[src/rtl/stick_pkg.sv]
// Shared types and constants for the channel arbiter slice.
package stick_pkg;

    localparam int unsigned CH_NUM = 4;
    localparam int unsigned CH_W   = 2;
    localparam int unsigned CNTR_W = 10;
    localparam int unsigned ADDR_W = 12;
    localparam int unsigned DATA_W = 32;

    typedef struct packed {
        logic [CNTR_W-1:0] cntr;
        logic [DATA_W-1:0] data;
    } fifo_entry_t;

    // First requester strictly after 'last', wrapping; returns 'last' when nothing requests.
    function automatic logic [CH_W-1:0] rr_pick(input logic [CH_NUM-1:0] req,
                                                 input logic [CH_W-1:0]   last);
        logic [CH_W-1:0] idx;
        logic [CH_W-1:0] pick;
        logic            found;
        pick  = last;
        found = 1'b0;
        for (int i = 1; i <= int'(CH_NUM); i++) begin
            idx = last + CH_W'(i);
            if (!found && req[idx]) begin
                pick  = idx;
                found = 1'b1;
            end
        end
        return pick;
    endfunction

endpackage

[src/rtl/chan_arb_if.sv]
// Channel-side inputs and filler write port of chan_arb, grouped as one bus.
interface chan_arb_if;
    import stick_pkg::*;

    logic [CH_NUM-1:0]             i_ch_en;
    logic [CH_NUM-1:0][DATA_W-1:0] i_data;
    logic [CH_NUM-1:0]             i_vld;
    logic [CH_NUM-1:0][CNTR_W-1:0] i_cntr;
    logic [CH_NUM-1:0]             i_cmpl;
    logic                          o_wr_vld;
    logic                          i_wr_rdy;
    logic [ADDR_W-1:0]             o_wr_addr;
    logic [DATA_W-1:0]             o_wr_data;

    modport master (
        input  i_ch_en, i_data, i_vld, i_cntr, i_cmpl, i_wr_rdy,
        output o_wr_vld, o_wr_addr, o_wr_data
    );

    modport slave (
        output i_ch_en, i_data, i_vld, i_cntr, i_cmpl, i_wr_rdy,
        input  o_wr_vld, o_wr_addr, o_wr_data
    );

endinterface

[src/rtl/chan_fifo.sv]
// Single-clock synchronous FIFO of fifo_entry_t; pointers carry an extra wrap bit.
module chan_fifo
    import stick_pkg::*;
#(
    parameter int unsigned DEPTH = 8
) (
    input  logic        clk20,
    input  logic        rst,
    input  logic        push_i,
    input  logic        pop_i,
    input  fifo_entry_t din_i,
    output fifo_entry_t dout_o,
    output logic        empty_o,
    output logic        full_o
);

    localparam int unsigned AW = $clog2(DEPTH);

    fifo_entry_t   mem_q [DEPTH];
    logic [AW:0]   wr_ptr_q;
    logic [AW:0]   rd_ptr_q;

    assign empty_o = (wr_ptr_q == rd_ptr_q);
    assign full_o  = (wr_ptr_q[AW] != rd_ptr_q[AW]) &&
                     (wr_ptr_q[AW-1:0] == rd_ptr_q[AW-1:0]);
    assign dout_o  = mem_q[rd_ptr_q[AW-1:0]];

    always_ff @(posedge clk20) begin
        if (push_i && !full_o) begin
            mem_q[wr_ptr_q[AW-1:0]] <= din_i;
        end
    end

    always_ff @(posedge clk20) begin
        if (rst) begin
            wr_ptr_q <= '0;
            rd_ptr_q <= '0;
        end else begin
            if (push_i && !full_o) begin
                wr_ptr_q <= wr_ptr_q + (AW+1)'(1);
            end
            if (pop_i && !empty_o) begin
                rd_ptr_q <= rd_ptr_q + (AW+1)'(1);
            end
        end
    end

endmodule

[src/rtl/chan_arb.sv]
// Round-robin merge of four channel streams into one filler write port, with frame tracking.
// Optional per-channel accept counters when CHAN_ARB_STATS_EN is defined.
module chan_arb
    import stick_pkg::*;
#(
    parameter int unsigned FIFO_DEPTH = 8
) (
    input  logic              clk20,
    input  logic              rst,
    input  logic              i_msync_n,
    chan_arb_if.master        bus,
    output logic [CH_NUM-1:0] o_ovf,
    output logic              o_frame_done
`ifdef CHAN_ARB_STATS_EN
    ,
    output logic [CH_NUM*16-1:0] o_stat_cnt
`endif
);

    logic [2:0] sync_q;
    logic       msync_fall;

    always_ff @(posedge clk20) begin
        if (rst) begin
            sync_q <= 3'b111;
        end else begin
            sync_q <= {sync_q[1:0], i_msync_n};
        end
    end

    // sync_q[1] is the synchronized level, sync_q[2] its previous value.
    assign msync_fall = sync_q[2] & ~sync_q[1];

    fifo_entry_t [CH_NUM-1:0] fifo_din;
    fifo_entry_t [CH_NUM-1:0] fifo_dout;
    logic [CH_NUM-1:0]        fifo_push;
    logic [CH_NUM-1:0]        fifo_pop;
    logic [CH_NUM-1:0]        fifo_empty;
    logic [CH_NUM-1:0]        fifo_full;
    logic [CH_NUM-1:0]        req_wr;

    assign req_wr    = bus.i_vld & bus.i_ch_en;
    assign fifo_push = req_wr & ~fifo_full;

    for (genvar c = 0; c < CH_NUM; c++) begin : g_fifo
        assign fifo_din[c] = '{cntr: bus.i_cntr[c], data: bus.i_data[c]};

        chan_fifo #(
            .DEPTH (FIFO_DEPTH)
        ) u_fifo (
            .clk20   (clk20),
            .rst     (rst),
            .push_i  (fifo_push[c]),
            .pop_i   (fifo_pop[c]),
            .din_i   (fifo_din[c]),
            .dout_o  (fifo_dout[c]),
            .empty_o (fifo_empty[c]),
            .full_o  (fifo_full[c])
        );
    end

    logic              wr_vld_q, wr_vld_d;
    logic [ADDR_W-1:0] addr_q, addr_d;
    logic [DATA_W-1:0] data_q, data_d;
    logic [CH_W-1:0]   last_grant_q, last_grant_d;
    logic [CH_W-1:0]   grant;
    logic              load_en;
    logic              any_req;

    assign load_en = ~wr_vld_q | bus.i_wr_rdy;
    assign any_req = ~&fifo_empty;
    assign grant   = rr_pick(~fifo_empty, last_grant_q);

    always_comb begin
        fifo_pop     = '0;
        wr_vld_d     = wr_vld_q;
        addr_d       = addr_q;
        data_d       = data_q;
        last_grant_d = last_grant_q;
        if (load_en) begin
            wr_vld_d = any_req;
            if (any_req) begin
                fifo_pop[grant] = 1'b1;
                addr_d          = {grant, fifo_dout[grant].cntr};
                data_d          = fifo_dout[grant].data;
                last_grant_d    = grant;
            end
        end
    end

    logic [CH_NUM-1:0] done_mask_q, done_mask_d;
    logic [CH_NUM-1:0] ovf_q, ovf_d;
    logic              frame_done_q;
    logic              frame_cond;

    assign frame_cond = (|bus.i_ch_en) && ((done_mask_q | ~bus.i_ch_en) == '1) &&
                        (&fifo_empty) && !wr_vld_q;

    // Fresh sets win over the msync / frame-completion clears.
    always_comb begin
        done_mask_d = ((frame_cond || msync_fall) ? '0 : done_mask_q) |
                      (bus.i_cmpl & bus.i_ch_en);
        ovf_d       = (msync_fall ? '0 : ovf_q) | (req_wr & fifo_full);
    end

    always_ff @(posedge clk20) begin
        if (rst) begin
            wr_vld_q     <= 1'b0;
            addr_q       <= '0;
            data_q       <= '0;
            last_grant_q <= CH_W'(CH_NUM - 1);
            done_mask_q  <= '0;
            ovf_q        <= '0;
            frame_done_q <= 1'b0;
        end else begin
            wr_vld_q     <= wr_vld_d;
            addr_q       <= addr_d;
            data_q       <= data_d;
            last_grant_q <= last_grant_d;
            done_mask_q  <= done_mask_d;
            ovf_q        <= ovf_d;
            frame_done_q <= frame_cond;
        end
    end

    assign bus.o_wr_vld  = wr_vld_q;
    assign bus.o_wr_addr = addr_q;
    assign bus.o_wr_data = data_q;
    assign o_ovf         = ovf_q;
    assign o_frame_done  = frame_done_q;

`ifdef CHAN_ARB_STATS_EN
    logic [CH_NUM-1:0][15:0] stat_q, stat_d;
    logic                    accept;

    assign accept = wr_vld_q & bus.i_wr_rdy;

    always_comb begin
        stat_d = stat_q;
        for (int c = 0; c < int'(CH_NUM); c++) begin
            if (msync_fall) begin
                stat_d[c] = '0;
            end
            if (accept && (addr_q[ADDR_W-1 -: CH_W] == CH_W'(c)) && (stat_d[c] != 16'hFFFF)) begin
                stat_d[c] = stat_d[c] + 16'd1;
            end
        end
    end

    always_ff @(posedge clk20) begin
        if (rst) begin
            stat_q <= '0;
        end else begin
            stat_q <= stat_d;
        end
    end

    assign o_stat_cnt = stat_q;
`endif

endmodule

[src/flat_wrapper.sv]
// flat-port wrapper written by rule: the top's interface ports become plain ports
module chan_arb_flat import stick_pkg::*;
#(
    parameter int unsigned FIFO_DEPTH = 8
)
  (clk20, rst, i_msync_n, o_ovf, o_frame_done, bus_i_ch_en, bus_i_data, bus_i_vld, bus_i_cntr, bus_i_cmpl, bus_i_wr_rdy, bus_o_wr_vld, bus_o_wr_addr, bus_o_wr_data);
  chan_arb_if bus_i ();
  input  logic clk20;
  input  logic rst;
  input  logic i_msync_n;
  output logic [CH_NUM-1:0] o_ovf;
  output logic o_frame_done;
  input wire logic [$bits(bus_i.i_ch_en)-1:0] bus_i_ch_en;
  input wire logic [$bits(bus_i.i_data)-1:0] bus_i_data;
  input wire logic [$bits(bus_i.i_vld)-1:0] bus_i_vld;
  input wire logic [$bits(bus_i.i_cntr)-1:0] bus_i_cntr;
  input wire logic [$bits(bus_i.i_cmpl)-1:0] bus_i_cmpl;
  input wire logic [$bits(bus_i.i_wr_rdy)-1:0] bus_i_wr_rdy;
  output wire logic [$bits(bus_i.o_wr_vld)-1:0] bus_o_wr_vld;
  output wire logic [$bits(bus_i.o_wr_addr)-1:0] bus_o_wr_addr;
  output wire logic [$bits(bus_i.o_wr_data)-1:0] bus_o_wr_data;
  assign bus_i.i_ch_en = bus_i_ch_en;
  assign bus_i.i_data = bus_i_data;
  assign bus_i.i_vld = bus_i_vld;
  assign bus_i.i_cntr = bus_i_cntr;
  assign bus_i.i_cmpl = bus_i_cmpl;
  assign bus_i.i_wr_rdy = bus_i_wr_rdy;
  assign bus_o_wr_vld = bus_i.o_wr_vld;
  assign bus_o_wr_addr = bus_i.o_wr_addr;
  assign bus_o_wr_data = bus_i.o_wr_data;
  chan_arb #(.FIFO_DEPTH(FIFO_DEPTH)) u_core (.clk20(clk20), .rst(rst), .i_msync_n(i_msync_n), .bus(bus_i), .o_ovf(o_ovf), .o_frame_done(o_frame_done));
endmodule
[config.mk]
export PLATFORM = sky130hd
export DESIGN_NAME = chan_arb_flat
export DESIGN_NICKNAME = d
export VERILOG_FILES = /design/src/rtl/stick_pkg.sv /design/src/rtl/chan_arb_if.sv /design/src/rtl/chan_fifo.sv /design/src/rtl/chan_arb.sv /design/src/flat_wrapper.sv
export SDC_FILE = /design/constraint.sdc
export NUM_CORES = 1
export LEC_CHECK = 0
export ABC_AREA = 1
export BUFFER_PORTS_ARGS = -buffer_cell sky130_fd_sc_hd__buf_4
export CORE_AREA = 3 3 441 443
export DETAILED_ROUTE_END_ITERATION = 12
export DIE_AREA = 0 0 444 446
export MAX_ROUTING_LAYER = met4
export PLACE_DENSITY = 0.48
export SYNTH_ARGS = -nofsm -noshare
export SYNTH_HDL_FRONTEND = slang
export SYNTH_SLANG_ARGS = --single-unit
[constraint.sdc]
create_clock -name clk20 -period 4 [get_ports clk20]
set_input_delay 0.8 -clock clk20 [delete_from_list [all_inputs] [get_ports clk20]]
set_output_delay 0.8 -clock clk20 [all_outputs]
set_load 0.05 [all_outputs]
# Word level (Yosys, flattened, before mapping)
# Memory sizes are Yosys's and may differ from the RTL's. A register that Yosys moved wholly into a read port is not among the register bits.
# Index checks and enable logic that the tools add are counted.
[op_classes]
n_addsub = 11
magnitude_cmp = 6
eq_ne = 13
mux = 39
bitwise = 15
reduce_logical = 36
[ops]
columns = ["cell", "count"]
rows = [
  ["$bmux W42 S2", 1],
  ["$mux W42", 1],
  ["$add A4 B1 Y4 const B", 8],
  ["$mux W3", 8],
  ["$logic_and A1 B1 Y1", 19],
  ["$and A4 B4 Y4", 4],
  ["$eq A4 B4 Y1", 4],
  ["$mux W1", 16],
  ["$mux W4", 4],
  ["$lt A2 B3 Y1 const B", 5],
  ["$logic_not A1 Y1", 13],
  ["$eq A3 B3 Y1", 4],
  ["$not A4 Y4", 3],
  ["$or A4 B4 Y4", 3],
  ["$bmux W1 S2", 4],
  ["$mux W2", 4],
  ["$add A2 B2 Y2 const B", 2],
  ["$eq A4 B4 Y1 const B", 1],
  ["$ne A1 B1 Y1", 4],
  ["$reduce_and A4 Y1", 1],
  ["$reduce_or A4 Y1", 1],
  ["$not A1 Y1", 3],
  ["$add A2 B1 Y2 const B", 1],
  ["$demux W1 S2", 1],
  ["other kinds (5)", 5],
]
[totals]
ff_bits = 91
mem_bits_rw = 1344
inputBits = 184
out_inout_bits = 50
elab_cells = 140
memories = 4
[memory_table]
columns = ["memory", "words", "word_bits", "read_ports", "rd_ports_with_merged_regs", "write_ports", "line", "text"]
rows = [
  ["u_core.g_fifo[0].u_fifo.mem_q", 8, 42, 1, 1, 1, "chan_fifo.sv:19", "fifo_entry_t mem_q [DEPTH];"],
  ["u_core.g_fifo[1].u_fifo.mem_q", 8, 42, 1, 1, 1, "chan_fifo.sv:19", ""],
  ["u_core.g_fifo[2].u_fifo.mem_q", 8, 42, 1, 1, 1, "chan_fifo.sv:19", ""],
  ["u_core.g_fifo[3].u_fifo.mem_q", 8, 42, 1, 1, 1, "chan_fifo.sv:19", ""],
]

# Longest topological paths before layout
# Gate-level depths: netlist of the first run.
[logic_depth]
ltp_word = 23
depth_mapped = 19
depth_no_buf = 18

# Hierarchy
# From an unflattened synthesis of the first run, not the netlist that was laid out.
[hier_totals]
hier_cells = 5164
area_unflattened_um2 = 59125.5
[modules_own_cells]
columns = ["mod", "n_inst", "cells_each", "area_each_um2", "seq_area_each_um2"]
rows = [
  ["chan_fifo (u_core.g_fifo[0].u_fifo ...)", 2, 1135, 13807.0, 10309.9],
  ["chan_fifo (u_core.g_fifo[2].u_fifo ...)", 2, 1135, 13794.5, 10309.9],
  ["chan_arb", 1, 624, 3922.5, 1181.1],
]

# Worst setup path after synthesis of the first run
# OpenSTA, ideal clock, no wires.
[synth_timing]
path_type = "input to register"
from = "input port bus_i_vld[0]"
to = "register u_core.g_fifo[0].u_fifo.wr_ptr_q[3]"
setup_ps = 81
t_arrival_ps = 3289
required_ps = 3919
setup_slack_ps = 629
cell_stages = 6
path_buffers = 0
path_cell_list = "nand3_1 > nor2_1 > inv_1 > nor2_1 > o21ai_0 > a21oi_1"
[synth_via]
elab_chain_cells = 3
[synth_lines]
columns = ["element", "line", "text"]
rows = [
  ["start, declared", "flat_wrapper.sv:15", "input wire logic [$bits(bus_i.i_vld)-1:0] bus_i_vld;"],
  ["$and A4 B4 Y4", "chan_arb.sv:42", "assign req_wr = bus.i_vld & bus.i_ch_en;"],
  ["$and A4 B4 Y4", "chan_arb.sv:43", "assign fifo_push = req_wr & ~fifo_full;"],
  ["$logic_and A1 B1 Y1", "chan_fifo.sv:39", "if (push_i && !full_o) begin"],
  ["end signal, assigned", "chan_fifo.sv:40", "wr_ptr_q <= wr_ptr_q + (AW+1)'(1);"],
  ["end, declared", "chan_fifo.sv:20", "logic [AW:0] wr_ptr_q;"],
]
# No other way between the ends.
# A chain may end at the register's enable or synchronous reset.

# Worst setup path in the final report of the first run
[layout_timing]
from = "register u_core.last_grant_q[0]"
to = "register u_core.data_q[18], in the netlist u_core.bus.o_wr_data[18]"
[layout_via]
elab_chain_cells = 15
word_cells_on_any_way = 26
cone_classes = "add/sub: 3; mux: 17; reduce/logical: 6"
[layout_lines]
columns = ["element", "line", "text"]
rows = [
  ["start, declared", "chan_arb.sv:65", "logic [CH_W-1:0] last_grant_q, last_grant_d;"],
  ["start signal, assigned", "chan_arb.sv:111", "last_grant_q <= CH_W'(CH_NUM - 1);"],
  ["start signal, assigned", "chan_arb.sv:119", "last_grant_q <= last_grant_d;"],
  ["$add A2 B1 Y2", "stick_pkg.sv:24", "idx = last + CH_W'(i);"],
  ["$bmux W1 S2", "stick_pkg.sv:25", "if (!found && req[idx]) begin"],
  ["$mux W1 (implied by the code)", "stick_pkg.sv:25", ""],
  ["$mux W1", "stick_pkg.sv:25", ""],
  ["$logic_not A1 Y1", "stick_pkg.sv:25", ""],
  ["$logic_and A1 B1 Y1", "stick_pkg.sv:25", ""],
  ["$mux W1", "stick_pkg.sv:25", ""],
  ["$logic_not A1 Y1", "stick_pkg.sv:25", ""],
  ["$logic_and A1 B1 Y1", "stick_pkg.sv:25", ""],
  ["$mux W1", "stick_pkg.sv:25", ""],
  ["$logic_not A1 Y1", "stick_pkg.sv:25", ""],
  ["$logic_and A1 B1 Y1", "stick_pkg.sv:25", ""],
  ["$mux W2 (*)", "stick_pkg.sv:25", ""],
  ["$bmux W42 S2 (*)", "chan_arb.sv:85", "data_d = fifo_dout[grant].data;"],
  ["$mux W42 (*)", "-", ""],
  ["end signal, assigned", "chan_arb.sv:118", "data_q <= data_d;"],
  ["end, declared", "chan_arb.sv:64", "logic [DATA_W-1:0] data_q, data_d;"],
]
# Every way passes the cells marked *; elsewhere a longest branch is shown, timed or not. The select of a mux whose other input is x is not followed.

==> results.md, run 1 <==
- Run status: complete, no violations
- IR drop worst, VDD: 1.21 mV
- # H-tree levels: 4
- Final Critical Period: 3160 ps
- Synthesis Warnings: 0
- Syn Nets: 4572
- Setup TNS: 0 ps
- Worst endpoint data arrival time: 3840 ps
- Mapped cell area: 57200 µm²
- Wirelength per Cell: 24.7 µm
- Clock slew at reported path FFs: 60 ps
- Power density cells: 753 nW/µm²
- Core area: 190000 µm²
- Rows: 160
- Combinational fraction of design power: 37.5%
- Layout cell share with drive strength beyond 1: 14.5%
- Clk Tree Root Cell: clkbuf_16
- Seq. cell area: 42500 µm²
- Congestion Overflow GR: 0
- Initial antenna violation count: 28
- Die width: 444 µm
- Fillers: 18.4k
- Net Sw Frac: 40.7%
- Top cells by area, synth: edfxtp_1 71%, a21oi_1 6.6%, nand2_1 6.5%, a221o_1 4.0%, dfxtp_1 3.6%
- Max clock buf depth: 3
- Yosys top cell area share: 70.6%
- Seq/Total Area, Yosys: 74.2%
- Clk pwr share: 27.6%
- HP Class: input pin to register
- Top cells by count, synth: 1344 x edfxtp_1, 988 x nand2_1, 752 x a21oi_1
- Fmax: 0.316 GHz
- Final non-filler cell total: 7203
- Total Nets Final: 4743
- CTS sink cnt: 1447
- Yosys top cell by area: edfxtp_1
- Initial Util: 30.0%
- Fin. max-slew vios: 0
- Worst skew pair latency: 830 ps
- P_sw: 20.7 mW
- Placed cells: 6904
- Final setup fails: 0
- Startpoint types: register
- EDFF count, synth: 1344
- Internal Power: 30.1 mW
- Crit path largest cell delay: 590 ps
- Max Clock Skew: 68.6 ps
- Slew headroom: 28.2%
- Leak pwr: 24.1 nW
- Worst-margin pin slew: 1080 ps
- Largest net degree at the start of global routing: 169
- Final RePlAce weighted congestion: 0.806
- CTS tree: built
- Synth cell types: 37
- Post-CTS setup buffers: 0
- Unrepaired setup endpoints after global routing: false
- DRT iter0 DRCs: 2983
- Final hold violation count: 0
- P&R area growth vs syn: 17.7%
- CP Data Required Time: 4670 ps
- Sequential Power Share: 34.9%
- Cell with the most instances after synthesis: edfxtp_1
- Async set-reset flop share out of synthesis: 0%
- # IOs: 234
- Port Buffers: 233
- Setup CP Type: register to register
- Inserted Clock Buffers: 156
- DP HPWL: 106 mm
- Max capacitance violation total: 0
- Via density: 5.06
- Remaining routing DRC violations: 0
- CTS Hold Bufs: 0
- Syn Area/Cell: 13.1 µm²
- CP dominant cell by count: nand3_1
- GRT Overall Usage: 18.0%
- Critical path endpoint category: register
- Mapped Cells: 4380
- Cell at the slowest stage of the critical path: dfxtp_1
- Synthesis-stage register bit count: 1447
- Util after Layout: 35.4%
- CTS resizes: 0
- Ys flop type: edfxtp_1
- Fin crit share: 79.1%
- Area of the multi-input gates: 13300 µm²
- Vias in the first global route: 34.4k
- Via count: 36.4k
- DIE AREA: 198000 µm²
- Post-route ant nets: 0
- Maximum fanout along the worst path: 86
- Crit-path cells: xor2_1 > inv_2 > nand3_1 > nand2_1 > nand3_2 > nand2_1 > nand2_4 > buf_12 > nand3_1 > nand3_1 > a21oi_1
- DRT Wirelength: 178 mm
- Drt first pass iters: 7
- Die height: 446 µm
- First-pass GRT wire length: 255 mm
final timing paths:
kind | from | to | slack [ps] | cells past startpoint
setup / recovery | u_core.last_grant_q[0] | u_core.bus.o_wr_data[18] | 840 | 11
hold reg to reg | u_core.sync_q[0] | u_core.sync_q[1] | 400 | 1
hold / removal | i_msync_n | u_core.sync_q[0] | 190 | 2
setup reg to reg | u_core.last_grant_q[0] | u_core.bus.o_wr_data[18] | 840 | 11
power by group through the flow:
stage	clock [mW]	combinational, mW	sequential [mW]
3_3_place_gp	0	19.2	18.0
3_5_place_dp	0	19.2	18.0
4_1_cts	14.3	19.3	17.7
5_1_grt	14.9	20.6	17.7
6_report	14.0	19.0	17.7
2_1_floorplan	0	11.2	18.1
cell usage in the layout (no fill, tap or decap), types with 11 or more instances in the layout:
cell       count
clkbuf_16    156
a221o_1      228
buf_4        276
or2_2         57
o21ai_0       56
clkinv_2      25
inv_2         16
edfxtp_1    1344
clkbuf_1      37
clkinv_1      39
dfxtp_1       91
a21oi_1      752
nor2_1        34
nand3_1      187
nand2_1      987
diode_2       13
buf_12        42
clkinv_16     11
inv_1         96
a221oi_1     108
nor2_4        37
metrics by stage:
stage                     setup WS, ps  hold slack [ps]  total power [mW]  cell area (µm²)
after detailed placement           906              393              37.3            62300
after CTS                          915              124              51.3            67300
after floorplan                    629              389              29.3            57200
final                              835              186              50.7            67300
after global placement             864              393              37.2            62300
after global routing               697              161              53.3            67300
worst max-delay path: cells and delay by family, from the launching register on:
| kind | cells | cell delay [ps] |
|---|---|---|
| and+or+nand+nor | 7 | 1350 |
| DFF | 1 | 590 |
| buffers and inverters | 2 | 500 |
| xor gates and xnor gates | 1 | 390 |
| AOI/OAI and AO/OA | 1 | 100 |
final cells by class:
| cell class | instances | share of cell area [%] |
|---|---|---|
| multi-input combinational | 2510 | 19.8 |
| antenna | 13 | 0.0483 |
| timing repair buffer | 318 | 4.33 |
| tap | 2511 | 4.67 |
| sequential | 1447 | 63.0 |
| clock buffer | 196 | 6.06 |
| clock inverter | 90 | 1.37 |
| inverter | 118 | 0.673 |
state kept, by name (all words and copies together) (netlist names), named ones only:
name                           flops
u_core.g_fifo.u_fifo.rd_ptr_q     16
u_core.g_fifo.u_fifo.mem_q      1344
u_core.last_grant_q                2
u_core.bus.o_wr_data              32
u_core.g_fifo.u_fifo.wr_ptr_q     16
u_core.o_frame_done                1
u_core.o_ovf                       4
u_core.done_mask_q                 4
u_core.sync_q                      3
u_core.bus.o_wr_addr              12
u_core.bus.o_wr_vld                1
layer usage:
| layer | track usage (%) | share of wire [%] |
|---|---|---|
| met1 | 23.5 | 44 |
| met5 | - | 0 |
| met3 | 2.78 | 4.5 |
| met2 | 28.8 | 49 |
| met4 | 6.02 | 3.1 |
kinds of logic after synthesis:
family	synth area share, %
compound gates	12.8
fa+ha+maj	0.175
xor+xnor	0.153
simple gates	9.71
buf+inv	2.96
flops	74.2
(Power assumes the default switching activity.)
==> inputs of run 2 (changes only) <==
--- a/config.mk
+++ b/config.mk
@@ -11,7 +11,7 @@
 export DETAILED_ROUTE_END_ITERATION = 12
 export DIE_AREA = 0 0 444 446
 export MAX_ROUTING_LAYER = met4
-export PLACE_DENSITY = 0.48
+export PLACE_DENSITY = 0.49
 export SYNTH_ARGS = -nofsm -noshare
 export SYNTH_HDL_FRONTEND = slang
 export SYNTH_SLANG_ARGS = --single-unit
==> constraint.sdc (replaced) <==
create_clock -name clk20 -period 2.8 [get_ports clk20]
set_input_delay 0.56 -clock clk20 [delete_from_list [all_inputs] [get_ports clk20]]
set_output_delay 0.56 -clock clk20 [all_outputs]
set_load 0.05 [all_outputs]
==> run 2 against run 1 <==
Routed wire length up 1.8%; core utilization up 1.7 points; combinational power up 52%; register-to-register slack worse by 660 ps; setup slack worse by 660 ps; largest power group unchanged; final cell count up 4.0%.
==> results.md, run 2 (synthesis results as in run 1) <==
- CTS tree: built
- Via count: 37.6k (+3.3%)
- Area of the multi-input gates: 13400 µm² (+0.46%)
- Hold_sp: bus_i_vld[2]
- Placed cells: 7002 (+1.4%)
- Combinational fraction of design power: 39.0% (+1.5 points)
- Layout cell share with drive strength beyond 1: 16.0% (+1.6 points)
- Die height: 446 µm (unchanged)
- Vias in the first global route: 35.7k (+3.7%)
- Most frequent cells in the layout: 1344 x edfxtp_1, 987 x nand2_1, 752 x a21oi_1
- Die width: 444 µm (unchanged)
- Via density: 5.02 (-0.71%)
- Worst-margin pin slew: 877 ps (-200 ps)
- Clk Tree Root Cell: clkbuf_16
- First-pass GRT wire length: 260 mm (+2.2%)
- Internal Power: 44.6 mW (+48%)
- Worst r2r dst: u_core.bus.o_wr_data[28]
- P&R area growth vs syn: 23.2%
- CTS sink cnt: 1447 (unchanged)
- Initial Util: 30.0% (unchanged)
- Run status: complete, no violations
- DRT Wirelength: 181 mm (+1.8%)
- Worst R2R Path Depth: 14 (+3)
- DP HPWL: 114 mm (+7.9%)
- CP Data Required Time: 3490 ps (-1180 ps)
- R2r startpoint: u_core.g_fifo[1].u_fifo.rd_ptr_q[0]
- Remaining routing DRC violations: 0 (unchanged)
- Min Hold Slack: 68.3 ps (-117 ps)
- IR drop worst, VDD: 1.19 mV (-1.4%)
- Fin. max-slew vios: 0 (unchanged)
- Worst skew pair latency: 820 ps (about the same)
- Max capacitance violation total: 0 (unchanged)
- Worst endpoint data arrival time: 3310 ps (-530 ps)
- Sequential Power Share: 33.8% (-1.1 points)
- Max clock buf depth: 3 (unchanged)
- Final hold violation count: 0 (unchanged)
- Post-route ant nets: 0 (unchanged)
- Hold path endpoint: u_core.o_ovf[2]
- # IOs: 234 (unchanged)
- Rows: 160 (unchanged)
- Drt first pass iters: 6 (-1)
- Fmax: 0.381 GHz (+21%)
- Wirelength per Cell: 24.1 µm (-2.2%)
- Net Sw Frac: 39.8% (-0.91 points)
- # H-tree levels: 4 (unchanged)
- Seq. cell area: 42500 µm² (about the same)
- Startpoint types: register
- HP Class: input pin to register
- Slew headroom: 41.5% (+13 points)
- Fillers: 18.2k (-0.71%)
- Initial antenna violation count: 25 (-11%)
- Worst hold stages: 3 (+1)
- Largest net degree at the start of global routing: 151 (-11%)
- Unrepaired setup endpoints after global routing: false
- Clk pwr share: 27.2% (-0.4 points)
- Commonest non-fill, non-tap cell in the layout: edfxtp_1
- Setup CP Type: register to register
- Final Critical Period: 2620 ps (-542 ps)
- Congestion Overflow GR: 0 (unchanged)
- Inserted Clock Buffers: 156 (unchanged)
- Core area: 190000 µm² (unchanged)
- Fin crit share: 93.7% (+15 points)
- Power density cells: 1050 nW/µm² (+40%)
- Total Nets Final: 5021 (+5.9%)
- Maximum fanout along the worst path: 23 (-73%)
- Final RePlAce weighted congestion: 0.868 (+7.8%)
- Largest register FFs: 1344 (unchanged)
- DIE AREA: 198000 µm² (unchanged)
- Final non-filler cell total: 7493 (+4.0%)
- Clock slew at reported path FFs: 60 ps (about the same)
- Port Buffers: 233 (unchanged)
- Leak pwr: 25.5 nW (+6.1%)
- GRT Overall Usage: 18.4% (+0.36 points)
- FF-to-FF setup slack: 180 ps (-660 ps)
- Max Clock Skew: 54.9 ps (-13.7 ps)
- Critical path endpoint category: register
- Final setup fails: 0 (unchanged)
- DRT iter0 DRCs: 3315 (+11%)
- P_sw: 29.5 mW (+43%)
## run 2: cell type report
class	count	area share (%)
tap	2511	4.46
multi-input combinational	2511	19.0
sequential	1447	60.2
clock buffer	205	5.89
antenna	20	0.0710
clock inverter	86	1.20
inverter	118	0.643
timing repair buffer	595	8.50
## run 2: worst max-delay path by stage
stage | from | to | slack (ps) | depth (start not counted)
global placement | u_core.g_fifo[3].u_fifo.rd_ptr_q[3] | u_core.bus.o_wr_addr[10] | 50 | 13
CTS | u_core.g_fifo[3].u_fifo.rd_ptr_q[3] | u_core.bus.o_wr_data[15] | 60 | 15
floorplan | u_core.g_fifo[2].u_fifo.rd_ptr_q[0] | u_core.g_fifo[2].u_fifo.mem_q[0][0] | -450 | 7
detailed placement | u_core.g_fifo[0].u_fifo.wr_ptr_q[2] | u_core.bus.o_wr_addr[10] | 40 | 12
finish | u_core.g_fifo[1].u_fifo.rd_ptr_q[0] | u_core.bus.o_wr_data[28] | 180 | 14
global route | u_core.g_fifo[0].u_fifo.rd_ptr_q[3] | u_core.bus.o_wr_addr[0] | 9 | 15
## run 2: critical path, cell delays in order, from the launching register on
cell and delay (ps):
dfxtp_1 400, inv_1 80, nand2_1 60, nand2_1 60, nor2_2 150, nand3_1 160
nand2_1 110, nand2_1 90, nand2_4 120, nand4_1 140, nand2_4 230, buf_12 230
nand3_1 280, nand3_1 250, a21oi_1 100
## run 2: timing repair
action	in CTS	in global routing
gates cloned	1	0
pin swaps	1	1
setup buffers	0	5
resized for setup	0	18
endpoints found under the hold margin	1345	0
hold buffers	174	0
endpoints found under the setup margin	1	170
## run 2: through the flow
| stage | util, % | worst slack [ps] | power (mW) | cell area, µm² | TNS, ps |
|---|---|---|---|---|---|
| CTS | 36.9 | 64.4 | 74.5 | 70300 | 0 |
| finish | 37.0 | 177 | 74.1 | 70500 | 0 |
| global placement | 33.4 | 54.9 | 53.9 | 63600 | 0 |
| global route | 37.0 | 9.35 | 77.8 | 70500 | 0 |
| floorplan | - | -450 | 41.9 | 57300 | -75620 |
| detailed placement | 33.4 | 39.9 | 54.0 | 63600 | 0 |
## run 2: layer usage
layer / vias up / wire length, µm / track usage, %
li1: 17300 / - / -
met4: 0 / 6190 / 6.45
met2: 989 / 87100 / 29.2
met3: 222 / 8510 / 2.73
met5: - / 0 / -
met1: 19100 / 79000 / 24.0
## run 2: power groups by stage
stage / combinational [mW] / clock, mW / sequential [mW]
global route: 31.3 / 21.5 / 25.1
floorplan: 16.0 / 0 / 25.9
detailed placement: 28.5 / 0 / 25.5
finish: 28.9 / 20.2 / 25.0
CTS: 28.9 / 20.6 / 25.0
global placement: 28.4 / 0 / 25.5
